<file path="src/rtl/clic_pkg.sv">
// Shared types for the CLIC interrupt arbiter: FSM states, default widths and
// the arbitration winner record.
package clic_pkg;

  localparam int unsigned ClicLevelWidth = 8;
  localparam int unsigned ClicIdWidth    = 6;

  typedef enum logic [1:0] {
    IDLE = 2'd0,
    REQ  = 2'd1,
    GAP  = 2'd2
  } clic_state_e;

  typedef struct packed {
    logic                      valid;
    logic [ClicIdWidth-1:0]    id;
    logic [ClicLevelWidth-1:0] level;
  } clic_win_t;

endpackage

</file>
<file path="src/rtl/clic_irq_arbiter_max_tree.sv">
// Log2-depth max tree over (valid, level, index); on equal levels the left
// (lower-index) operand wins at every node.
module clic_max_tree
  import clic_pkg::*;
#(
  parameter int unsigned NumSrc = 64
) (
  input  logic [NumSrc-1:0]                pend_i,
  input  logic [NumSrc*ClicLevelWidth-1:0] level_i,
  output clic_win_t                        win_o
);

  localparam int unsigned Depth  = $clog2(NumSrc);
  localparam int unsigned Leaves = 32'd1 << Depth;

  clic_win_t node_s [2*Leaves-1];

  // Heap-ordered tree: leaves at [Leaves-1 ..], node n has children 2n+1 / 2n+2.
  always_comb begin
    node_s = '{default: '0};
    for (int i = 0; i < int'(NumSrc); i++) begin
      node_s[int'(Leaves) - 1 + i] = {pend_i[i], ClicIdWidth'(i),
                                      level_i[i*ClicLevelWidth +: ClicLevelWidth]};
    end
    for (int n = int'(Leaves) - 2; n >= 0; n--) begin
      if (node_s[2*n+2].valid &&
          (!node_s[2*n+1].valid || (node_s[2*n+2].level > node_s[2*n+1].level))) begin
        node_s[n] = node_s[2*n+2];
      end else begin
        node_s[n] = node_s[2*n+1];
      end
    end
  end

  assign win_o = node_s[0];

endmodule

</file>
<file path="src/rtl/clic_irq_arbiter.sv">
// CLIC interrupt arbiter: edge/level pending capture, level-based selection and
// the request/ack handshake toward the core's one-hot irq port.
module clic_irq_arbiter
  import clic_pkg::*;
#(
  parameter int unsigned NumSrc     = 64,
  parameter int unsigned LevelWidth = ClicLevelWidth,
  parameter int unsigned IdWidth    = $clog2(NumSrc)
) (
  input  logic                         clk,
  input  logic                         rst_n,
  input  logic [NumSrc-1:0]            src_i,
  input  logic [NumSrc-1:0]            ie_i,
  input  logic [NumSrc-1:0]            edge_i,
  input  logic [NumSrc*LevelWidth-1:0] level_i,
  output logic [NumSrc-1:0]            irq_o,
  output logic [LevelWidth-1:0]        irq_level_o,
  input  logic                         irq_ack_i,
  output logic [NumSrc-1:0]            src_ack_o,
  output logic                         busy_o
);

  logic [NumSrc-1:0]     src_q, edge_pend_q, edge_pend_d;
  logic [NumSrc-1:0]     set_s, clr_s, pend_s, eff_s, irq_d;
  logic [IdWidth-1:0]    id_q, id_d, win_id_s;
  logic [LevelWidth-1:0] lvl_q, lvl_d, win_lvl_s, irq_level_d;
  logic                  ack_fire_s, busy_d;
  clic_state_e           state_q, state_d;
  clic_win_t             win_s;

  clic_max_tree #(.NumSrc(NumSrc)) u_max_tree (
    .pend_i  (eff_s),
    .level_i (level_i),
    .win_o   (win_s)
  );

  assign win_id_s  = IdWidth'(win_s.id);
  assign win_lvl_s = LevelWidth'(win_s.level);

  // Pending capture; a new edge on the acked source outranks the ack clear.
  always_comb begin
    ack_fire_s = (state_q == REQ) & irq_ack_i;
    set_s      = src_i & ~src_q & edge_i;
    clr_s      = '0;
    if (ack_fire_s) begin
      clr_s[id_q] = 1'b1;
    end else begin
      clr_s = '0;
    end
    edge_pend_d = (edge_pend_q & ~clr_s) | set_s;
    pend_s      = (edge_i & edge_pend_q) | (~edge_i & src_i);
    eff_s       = pend_s & ie_i;
  end

  // Handshake FSM next state plus the next values of the registered outputs.
  always_comb begin
    state_d   = state_q;
    id_d      = id_q;
    lvl_d     = lvl_q;
    src_ack_o = '0;
    case (state_q)
      IDLE: begin
        if (win_s.valid) begin
          state_d = REQ;
          id_d    = win_id_s;
          lvl_d   = win_lvl_s;
        end else begin
          state_d = IDLE;
        end
      end
      REQ: begin
        if (irq_ack_i) begin
          src_ack_o[id_q] = 1'b1;
          state_d         = GAP;
        end else if (!eff_s[id_q]) begin
          state_d = GAP;
        end else if (win_s.valid && (win_lvl_s > lvl_q)) begin
          id_d  = win_id_s;
          lvl_d = win_lvl_s;
        end else begin
          state_d = REQ;
        end
      end
      GAP:     state_d = IDLE;
      default: state_d = IDLE;
    endcase

    irq_d       = '0;
    irq_level_d = '0;
    if (state_d == REQ) begin
      irq_d[id_d] = 1'b1;
      irq_level_d = lvl_d;
    end else begin
      irq_level_d = '0;
    end
    busy_d = (state_d != IDLE);
  end

  // State, pending and output registers.
  always_ff @(posedge clk or negedge rst_n) begin
    if (!rst_n) begin
      state_q     <= IDLE;
      src_q       <= '0;
      edge_pend_q <= '0;
      id_q        <= '0;
      lvl_q       <= '0;
      irq_o       <= '0;
      irq_level_o <= '0;
      busy_o      <= 1'b0;
    end else begin
      state_q     <= state_d;
      src_q       <= src_i;
      edge_pend_q <= edge_pend_d;
      id_q        <= id_d;
      lvl_q       <= lvl_d;
      irq_o       <= irq_d;
      irq_level_o <= irq_level_d;
      busy_o      <= busy_d;
    end
  end

endmodule

</file>
<file path="config.mk">
export PLATFORM = sky130hd
export DESIGN_NAME = clic_irq_arbiter
export DESIGN_NICKNAME = d
export VERILOG_FILES = /design/src/rtl/clic_pkg.sv /design/src/rtl/clic_irq_arbiter_max_tree.sv /design/src/rtl/clic_irq_arbiter.sv
export SDC_FILE = /design/constraint.sdc
export NUM_CORES = 2
export LEC_CHECK = 0
export ABC_CLOCK_PERIOD_IN_PS = 25600
export BUFFER_PORTS_ARGS = -buffer_cell sky130_fd_sc_hd__buf_2
export CAP_MARGIN = 20
export CORE_AREA = 2 2 326 328
export CTS_BUF_LIST = sky130_fd_sc_hd__clkbuf_16
export DETAILED_ROUTE_END_ITERATION = 8
export DIE_AREA = 0 0 328 330
export GPL_TIMING_DRIVEN = 1
export HOLD_SLACK_MARGIN = 0.05
export PLACE_DENSITY_LB_ADDON = 0.08
export SYNTH_ARGS = -nofsm -noshare
export SYNTH_HDL_FRONTEND = slang
export SYNTH_SLANG_ARGS = --single-unit
</file>
<file path="constraint.sdc">
create_clock -name clk -period 25.6 [get_ports clk]
set_clock_uncertainty 0.15 [all_clocks]
set_input_delay 3.84 -clock clk [delete_from_list [all_inputs] [get_ports clk]]
set_output_delay 3.84 -clock clk [all_outputs]
set_load 0.05 [all_outputs]
</file>
==> impl_metrics.py <==
metrics = {
    "clock_network": {
        "h-tree-depth": 1,
        "cts_setup_buffers": 0,
        "cts.repair.resized": 0,
        "clkTransAtPathRegs_ns": 0.07,
        "worstSkewPairLatency_ns": 0.63,
        "postCtsHoldBufs": 0,
        "cts_made_buffers": 30,
        "clockRootBuffer": "clkbuf_16",
        "clockBufferDepth": 3,
        "cts_tree": "done",
        "cts_sinks": 217,
    },
    "timing": {
        "hold_viol": 0,
        "fmax_ghz": 0.05275,
        "setup_viol": 0,
        "whs_ns": 0.2556,
        "tightest_slew_ns": 1.129,
        "drv_slew": 0,
        "max_slew_margin_pct": 24.31,
        "final_min_period_over_clock_period_pct": 74.05,
        "fin_crit_ns": 18.96,
        "rsz0062_at_grt": "false",
        "fin_tns_setup_ns": 0,
    },
    "synth": {
        "yosysWarnings": 0,
        "synthMuxAreaShare_pct": 13.82,
        "synth_simple_gate_area_share_pct": 16.82,
        "synth-xor-area-share_pct": 0,
        "synth_nets": 4914,
        "synth_top_family_by_area": "compound AO/OA/AOI/OAI gates",
        "synth-adder-area-share_pct": 21.48,
        "ys_ff_latch": 217,
        "synthDistinctLibCells": 104,
        "synth_compound_area_share_pct": 22.47,
        "yosysTopAreaCell": "ha_1",
        "synth_top_flop_cell": "dfrtp_1",
        "synth_top_area_share_pct": 21.48,
        "synth.avg_cell_area_sq_um": 8.073,
        "synth_edf_count": 0,
        "synth_area_leaders": "ha_1, dfrtp_1, mux2i_1",
        "yosysSeqAreaShare_pct": 18.20,
        "synth_area_sq_um": 29830,
        "synthCells": 3695,
        "async_reset_ff_share_pct": 100.0,
    },
    "global_route": {
        "grt_max_degree": 104,
        "grt_pass1_vias": 30300,
        "track_usage_pct": 25.59,
        "antenna_found_initial": 63,
        "gr-total-overflow": 0,
        "grt_pass1_wl_um": 203300,
    },
    "power": {
        "p_total_w": 0.005279,
        "ir_drop_v": 0.0001971,
        "power_density_nw_per_um2": 142.9,
        "p_leak_nw": 19.36,
    },
    "place": {
        "hpwl_um": 124300,
        "globalplace.congestion": 0.9187,
        "place_area_sq_um": 35820,
        "port_buffers": 843,
    },
    "finish": {
        "mostFrequentLayoutCells": "buf_2, ha_1, inv_1, nand2_1, mux2i_1",
        "finalInstanceArea_sq_um": 36950,
        "area.growth.synth_to_final_pct": 23.88,
        "fin_util_pct": 35.30,
        "multiInputGateArea_sq_um": 22360,
        "final_common_cell": "buf_2",
        "final-seq-area_sq_um": 5431,
        "drive_gt1_share_pct": 25.34,
        "fill_cells": 11270,
        "fin_nets": 5738,
    },
    "detailed_routing": {
        "route.vias.total": 31260,
        "ant_nets": 0,
        "viasPerCell": 5.237,
        "drc_errors": 0,
        "drt_iter0_markers": 1873,
        "dr.pass1.iters": 5,
        "wl_um": 144800,
        "wl_per_cell_um": 24.26,
    },
    "flow_run": {
        "max_cap_violations": 0,
    },
    "worst_setup_path": {
        "critPathKind": "primary input to flip-flop",
        "end_kind": "flip-flop",
        "cpPeakStageDelay_ns": 0.84,
        "cp_slowest_cell": "o311ai_2",
        "cp.required_ns": 25.99,
        "crit_fanout": 28,
        "rrSetupSlack_ns": 9.79,
        "worstSetupStartpointType": "primary input",
        "arrival_ns": 19.35,
    },
    "floorplan": {
        "rows": 119,
        "die_width_um": 328,
        "dieArea_sq_um": 108200,
        "start_util_pct": 28.50,
        "die_y_um": 330,
        "io_pins": 844,
        "core-area_sq_um": 104700,
    },
    "worst_hold_path": {
        "hold_class": "flip-flop to flip-flop",
    },
    "run_status": {
        "status": "complete, no violations",
    },
}
-- cell type report --
type	instances	area share, %
sequential	217	14.70
clock inverter	25	0.6772
timing repair buffer	897	12.57
clock buffer	30	2.031
multi-input combinational	2928	60.51
inverter	445	4.554
antenna	37	0.2506
tap	1391	4.710
-- cells by family (layout without fill, tap and decap cells) --
logic type,count (synthesis),count (layout)
compound gates,1023,1023
simple gates,995,995
buf+inv,550,1397
fa+ha+maj,512,512
mux,398,398
flops,217,217
other cells,0,37
-- per-stage QoR --
stage | setup WS, ns | cells
detailed placement | 5.906 | 5872
floorplan | 8.468 | 3695
CTS | 6.530 | 5927
finish | 6.644 | 5970
global route | 5.532 | 5959
global placement | 5.618 | 5869
-- path summary, 6_finish.rpt --
kind | start | endpoint | depth (start not counted)
max | level_i[225] | irq_o[53]$_DFF_PN0_ | 59
min | src_q[8]$_DFF_PN0_ | edge_pend_q[8]$_DFF_PN0_ | 1
max reg2reg | edge_pend_q[26]$_DFF_PN0_ | irq_o[53]$_DFF_PN0_ | 56
min reg2reg | src_q[8]$_DFF_PN0_ | edge_pend_q[8]$_DFF_PN0_ | 1
max in group asynchronous | rst_n | src_q[63]$_DFF_PN0_ | 2
min in group asynchronous | rst_n | edge_pend_q[44]$_DFF_PN0_ | 1
-- per-layer routing --
| metal | track usage [%] | vias up | wire [um] |
|---|---|---|---|
| li1 | - | 15230 | - |
| met1 | 33.12 | 14720 | 63070 |
| met2 | 42.52 | 1107 | 67400 |
| met3 | 5.705 | 183 | 10330 |
| met4 | 7.310 | 30 | 3842 |
| met5 | 0 | - | 186 |
-- state kept, by name, indices dropped and copies added (netlist names) --
signal       flops
edge_pend_q     64
irq_level_o      8
id_q             6
irq_o           64
state_q          2
lvl_q            8
busy_o           1
src_q           64
-- where the power goes --
part	switching, W	internal, W	total [W]	leakage [nW]
Clock	0.000186	0.000246	0.000432	0.485
Sequential	0.0000454	0.000424	0.000469	2.53
Combinational	0.00297	0.00141	0.00438	16.3
Total	0.00320	0.00208	0.00528	19.4
-- Yosys cell counts, types with 21 or more instances --
| cell | number |
|---|---|
| mux2i_1 | 304 |
| o211ai_1 | 54 |
| inv_1 | 438 |
| o21ai_0 | 231 |
| a22oi_1 | 59 |
| ha_1 | 512 |
| mux2_2 | 85 |
| a21oi_1 | 278 |
| and2_1 | 21 |
| nor3_1 | 37 |
| nand4_1 | 121 |
| nor3_2 | 30 |
| a211oi_1 | 41 |
| nor2b_1 | 67 |
| o22ai_1 | 30 |
| o21a_1 | 40 |
| nand2_1 | 361 |
| a21o_1 | 63 |
| dfrtp_1 | 217 |
| nand2b_1 | 24 |
| buf_2 | 33 |
| nand3_1 | 41 |
| clkbuf_1 | 55 |
| nor2_1 | 216 |
-- worst max-delay path, delay by kind of cell --
kind | cells | cell delay, ns
and+or+nand+nor | 12 | 1.93
adders and majority gates | 7 | 2.15
AOI/OAI and AO/OA | 31 | 9.47
muxes | 3 | 0.95
buffers and inverters | 6 | 1.00
Power figures use the tool's default switching activity.
